### config.mk
export PLATFORM = sky130hd
export DESIGN_NAME = serial_adder
export DESIGN_NICKNAME = d
export VERILOG_FILES = /design/src/rtl/serial_adder.sv
export SDC_FILE = /design/constraint.sdc
export NUM_CORES = 1
export LEC_CHECK = 0
export CAP_MARGIN = 10
export CORE_ASPECT_RATIO = 1.75
export CORE_UTILIZATION = 35
export CTS_BUF_LIST = sky130_fd_sc_hd__clkbuf_4 sky130_fd_sc_hd__clkbuf_8
export DETAILED_ROUTE_END_ITERATION = 6
export PLACE_DENSITY = 0.59
export SKIP_CTS_REPAIR_TIMING = 1
export SLEW_MARGIN = 40
export SYNTH_ARGS = -nofsm -noshare
export SYNTH_HDL_FRONTEND = slang
export SYNTH_SLANG_ARGS = --single-unit
### constraint.sdc
create_clock -name CLK -period 3.3 [get_ports CLK]
set_clock_uncertainty 0.15 [all_clocks]
set_input_delay 0.99 -clock CLK [delete_from_list [all_inputs] [get_ports CLK]]
set_output_delay 0.99 -clock CLK [all_outputs]
set_load 0.01 [all_outputs]
### src/rtl/serial_adder.sv
// serial_adder: bit-serial adder, one full-adder cell, LSB first.
// A START accepted in IDLE or FIN loads the operands; WIDTH SHIFT cycles
// later the result appears in FIN with a one-cycle DONE pulse.
// Optional build macro SERIAL_ADDER_SUB_EN adds a SUB input that turns the
// operation into A-B (C_OUT=1 then means no borrow).
module serial_adder #(
  parameter int WIDTH = 32
) (
  input  logic             CLK,
  input  logic             RST,
  input  logic             START,
  input  logic [WIDTH-1:0] A,
  input  logic [WIDTH-1:0] B,
  input  logic             C_IN,
`ifdef SERIAL_ADDER_SUB_EN
  input  logic             SUB,
`endif
  output logic [WIDTH-1:0] SUM,
  output logic             C_OUT,
  output logic             OVF,
  output logic             BUSY,
  output logic             DONE
);

  localparam int CW = $clog2(WIDTH);
  localparam logic [CW-1:0] LAST = CW'(WIDTH - 1);

  typedef enum logic [1:0] {
    IDLE  = 2'd0,
    SHIFT = 2'd1,
    FIN   = 2'd2
  } state_t;

  state_t           r_state;
  state_t           w_next;
  logic [WIDTH-1:0] r_a;
  logic [WIDTH-1:0] r_b;
  logic             r_carry;
  logic [CW-1:0]    r_cnt;

  logic             w_accept;
  logic             w_last;
  logic             w_sum_bit;
  logic             w_carry_out;
  logic [WIDTH-1:0] w_b_load;
  logic             w_c_load;

  // Operand and initial carry selection at load time.
`ifdef SERIAL_ADDER_SUB_EN
  assign w_b_load = SUB ? ~B : B;
  assign w_c_load = SUB ? 1'b1 : C_IN;
`else
  assign w_b_load = B;
  assign w_c_load = C_IN;
`endif

  // START is only honoured outside SHIFT; an operation cannot be aborted.
  assign w_accept = START && (r_state != SHIFT);
  assign w_last   = (r_cnt == LAST);

  // The single full-adder cell working on the current LSB pair.
  assign w_sum_bit   = r_a[0] ^ r_b[0] ^ r_carry;
  assign w_carry_out = (r_a[0] & r_b[0]) | (r_carry & (r_a[0] ^ r_b[0]));

  assign BUSY = (r_state == SHIFT);
  assign DONE = (r_state == FIN);

  // State register with synchronous reset.
  // NOTE: clocked blocks use non-blocking (<=) so every register samples
  // pre-edge values; blocking here would create order-dependent behaviour.
  always_ff @(posedge CLK) begin
    if (RST) r_state <= IDLE;
    else     r_state <= w_next;
  end

  // Next-state logic: SHIFT runs until the counter reaches WIDTH-1.
  // NOTE: w_next gets a default before the case so no path leaves it
  // unassigned, which would otherwise infer a latch.
  always_comb begin
    w_next = r_state;
    case (r_state)
      IDLE:    if (START) w_next = SHIFT;
      SHIFT:   if (w_last) w_next = FIN;
      FIN:     w_next = START ? SHIFT : IDLE;
      default: w_next = IDLE;
    endcase
  end

  // Datapath: operand load on accept, one bit per SHIFT cycle, flags on the last bit.
  always_ff @(posedge CLK) begin
    if (RST) begin
      r_a     <= '0;
      r_b     <= '0;
      r_carry <= 1'b0;
      r_cnt   <= '0;
      SUM     <= '0;
      C_OUT   <= 1'b0;
      OVF     <= 1'b0;
    end else if (w_accept) begin
      r_a     <= A;
      r_b     <= w_b_load;
      r_carry <= w_c_load;
      r_cnt   <= '0;
    end else if (r_state == SHIFT) begin
      r_a     <= r_a >> 1;
      r_b     <= r_b >> 1;
      r_carry <= w_carry_out;
      SUM     <= {w_sum_bit, SUM[WIDTH-1:1]};
      if (w_last) begin
        // r_carry is the carry into the MSB during this final bit.
        C_OUT <= w_carry_out;
        OVF   <= r_carry ^ w_carry_out;
      end else begin
        r_cnt <= r_cnt + 1'b1;
      end
    end
  end

endmodule

==> impl_metrics.py <==
metrics = {
    "timing": {
        "max_freq_mhz": 379,
        "tightest_slew_ps": 699,
        "period_share_pct": 79.9,
        "rsz0062_at_grt": "no",
        "maxSlewHeadroom_pct": 53.4,
        "timing.setup.tns_ps": 0,
        "timing.final.hold_violations": 0,
        "drv_slew": 0,
        "finalWorstPathRequiredPeriod_ps": 2640,
        "setup_violations": 0,
    },
    "cts": {
        "clk_pin_slew_ps": 90,
        "clk_path_buf_depth": 2,
        "root_buffer": "clkbuf_8",
        "clkLatencyLatePin_ps": 370,
        "htreeDepth": 3,
        "tritoncts": "built",
        "cts.sinks": 106,
        "numCtsBuffers": 9,
    },
    "power": {
        "p_total_mw": 2.49,
        "p_per_area_nw_per_um2": 441,
        "p_leak_nw": 2.19,
        "ir_drop_uv": 225,
    },
    "floorplan": {
        "die_x_microns": 86.7,
        "fp.dieArea_sq_um": 13000,
        "row_count": 53,
        "pin_count": 104,
        "core_sq_um": 12100,
        "dieHeight_microns": 150,
        "start_util_pct": 36.2,
    },
    "status": {
        "status": "finished clean",
    },
    "finish": {
        "nNetsFinal": 629,
        "num_antenna_cells": 0,
        "layout-drive-gt1-share_pct": 4.80,
        "final_cells": 727,
        "fillers": 1216,
        "syn2layout_area_growth_pct": 28.5,
        "final_common_cell": "dfxtp_1",
        "layout_common_cells": "dfxtp_1, clkdlybuf4s50_1, nand2_1",
        "final_area_sq_um": 5650,
    },
    "global_route": {
        "grt_pass1_wl_microns": 16000,
        "grt_overflow": 0,
        "grt_use_total_pct": 15.6,
        "grt_pass1_vias": 3366,
        "grt_max_degree": 90,
        "antenna_found_initial": 0,
    },
    "job": {
        "drv_cap": 0,
    },
    "yosys": {
        "netlist_area_sq_um": 4390,
        "ys_ff_latch": 106,
        "synthXorXnorAreaFrac_pct": 0.199,
        "seq_area_frac_synth_pct": 48.3,
        "syn_inst": 479,
        "synth_nets": 550,
        "synth_area_per_cell_sq_um": 9.17,
        "synth_fa_ha_area_share_pct": 1.03,
        "yosys.area_share.simple_pct": 14.2,
        "synth_cell_types": 30,
        "synth_top_family_by_area": "compound AO/OA/AOI/OAI gates",
        "synth_mux_area_share_pct": 15.0,
        "synth_compound_area_share_pct": 15.8,
        "yosys_warnings": 0,
    },
    "critical_path": {
        "critPathArrivalTime_ps": 1500,
        "rrSetupSlack_ps": 970,
        "crit_required_ps": 2160,
        "end_kind": "primary output",
        "critPathKind": "reg2out",
        "crit_fanout": 4,
        "startpoint_type": "flip-flop",
    },
    "route": {
        "final_antenna_net_count": 0,
        "drt-initial-drc-count": 170,
        "firstDrtPassIters": 4,
        "routed-via-count": 3568,
        "wl_per_cell_microns": 13.4,
        "via_per_inst": 4.91,
        "remaining_drc_errors": 0,
        "drt-total-wl_microns": 9780,
    },
    "placement": {
        "hpwl_microns": 6450,
        "dpl_cell_area_sq_um": 5470,
        "gp_congestion": 0.770,
        "placed_cells": 712,
        "placement.io_buffers": 103,
    },
    "hold_path": {
        "hp-class": "reg2reg",
    },
}
[synthesized netlist by cell type]
| cell type | n | area, sq um |
|---|---|---|
| a211oi_1 | 63 | 473 |
| a21oi_1 | 36 | 180 |
| a311oi_1 | 1 | 8.76 |
| a31oi_1 | 2 | 12.5 |
| a32o_1 | 1 | 10.0 |
| and3_1 | 1 | 6.26 |
| buf_1 | 1 | 3.75 |
| buf_2 | 25 | 125 |
| buf_4 | 2 | 15.0 |
| buf_6 | 4 | 45.0 |
| clkbuf_1 | 10 | 37.5 |
| dfxtp_1 | 106 | 2120 |
| fa_1 | 1 | 20.0 |
| ha_1 | 2 | 25.0 |
| inv_1 | 3 | 11.3 |
| inv_2 | 1 | 3.75 |
| mux2i_1 | 66 | 661 |
| nand2_1 | 69 | 259 |
| nand2b_2 | 1 | 8.76 |
| nand3_1 | 7 | 35.0 |
| nand3b_1 | 1 | 7.51 |
| nand4b_1 | 1 | 8.76 |
| nor2_1 | 66 | 248 |
| nor2b_1 | 2 | 12.5 |
| nor3_1 | 2 | 10.0 |
| nor3b_1 | 1 | 7.51 |
| nor3b_2 | 1 | 12.5 |
| o2bb2a_1 | 1 | 10.0 |
| or3_1 | 1 | 6.26 |
| xor2_1 | 1 | 8.76 |
[critical path: stages (launching register included)]
cell and delay (ps):
dfxtp_1 380, nor2b_1 170, clkdlybuf4s50_1 570
[layout make-up]
cell class,instances,area (sq um),share of cell area [%]
Clock buffer,12,159,2.81
Clock inverter,3,15.0,0.266
Inverter,4,15.0,0.266
Multi-Input combinational cell,327,2040,36.0
Sequential cell,106,2120,37.6
Tap cell,165,206,3.66
Timing Repair Buffer,110,1090,19.4
[cells by family (layout without fill, tap and decap cells)]
logic type / after synthesis / in the layout
adders and majority gates: 3 / 3
xor gates and xnor gates: 1 / 1
DFF: 106 / 106
and+or+nand+nor: 153 / 153
buffers and inverters: 46 / 129
muxes: 66 / 66
AOI/OAI and AO/OA: 104 / 104
[metal layers]
layer	part of all wire [%]	global-route usage, %
met3	4.4	3.56
met1	43	18.3
met2	51	27.3
met5	0	0
met4	1.8	6.25
[sequential cells by signal (all words and copies together) (netlist names)]
| register | flops |
|---|---|
| SUM | 32 |
| r_a | 32 |
| r_b | 32 |
| r_cnt | 5 |
| r_state | 2 |
| C_OUT | 1 |
| OVF | 1 |
| r_carry | 1 |
[final timing paths]
| kind | start | end | cells after the start |
|---|---|---|---|
| worst max-delay path | r_state[1]$_SDFFE_PP0P_ | DONE | 2 |
| worst max register to register | r_state[1]$_SDFFE_PP0P_ | r_a[6]$_SDFFE_PP0P_ | 5 |
| worst min-delay path | C_OUT$_SDFFE_PP0P_ | C_OUT$_SDFFE_PP0P_ | 2 |
| worst min register to register | C_OUT$_SDFFE_PP0P_ | C_OUT$_SDFFE_PP0P_ | 2 |
[through the flow]
step	utilization [%]	setup WS, ps	hold slack (ps)
after floorplan	-	1320	323
after global placement	45.1	893	295
after detailed placement	45.1	783	300
after CTS	46.5	623	313
after global routing	46.5	583	341
final	46.5	665	311
[power by group]
part / internal [mW] / switching (mW) / total (mW)
clock network: 0.317 / 0.416 / 0.733
logic: 0.179 / 0.176 / 0.355
registers: 1.36 / 0.0444 / 1.40
total: 1.85 / 0.637 / 2.49
Power figures use the tool's default switching activity.
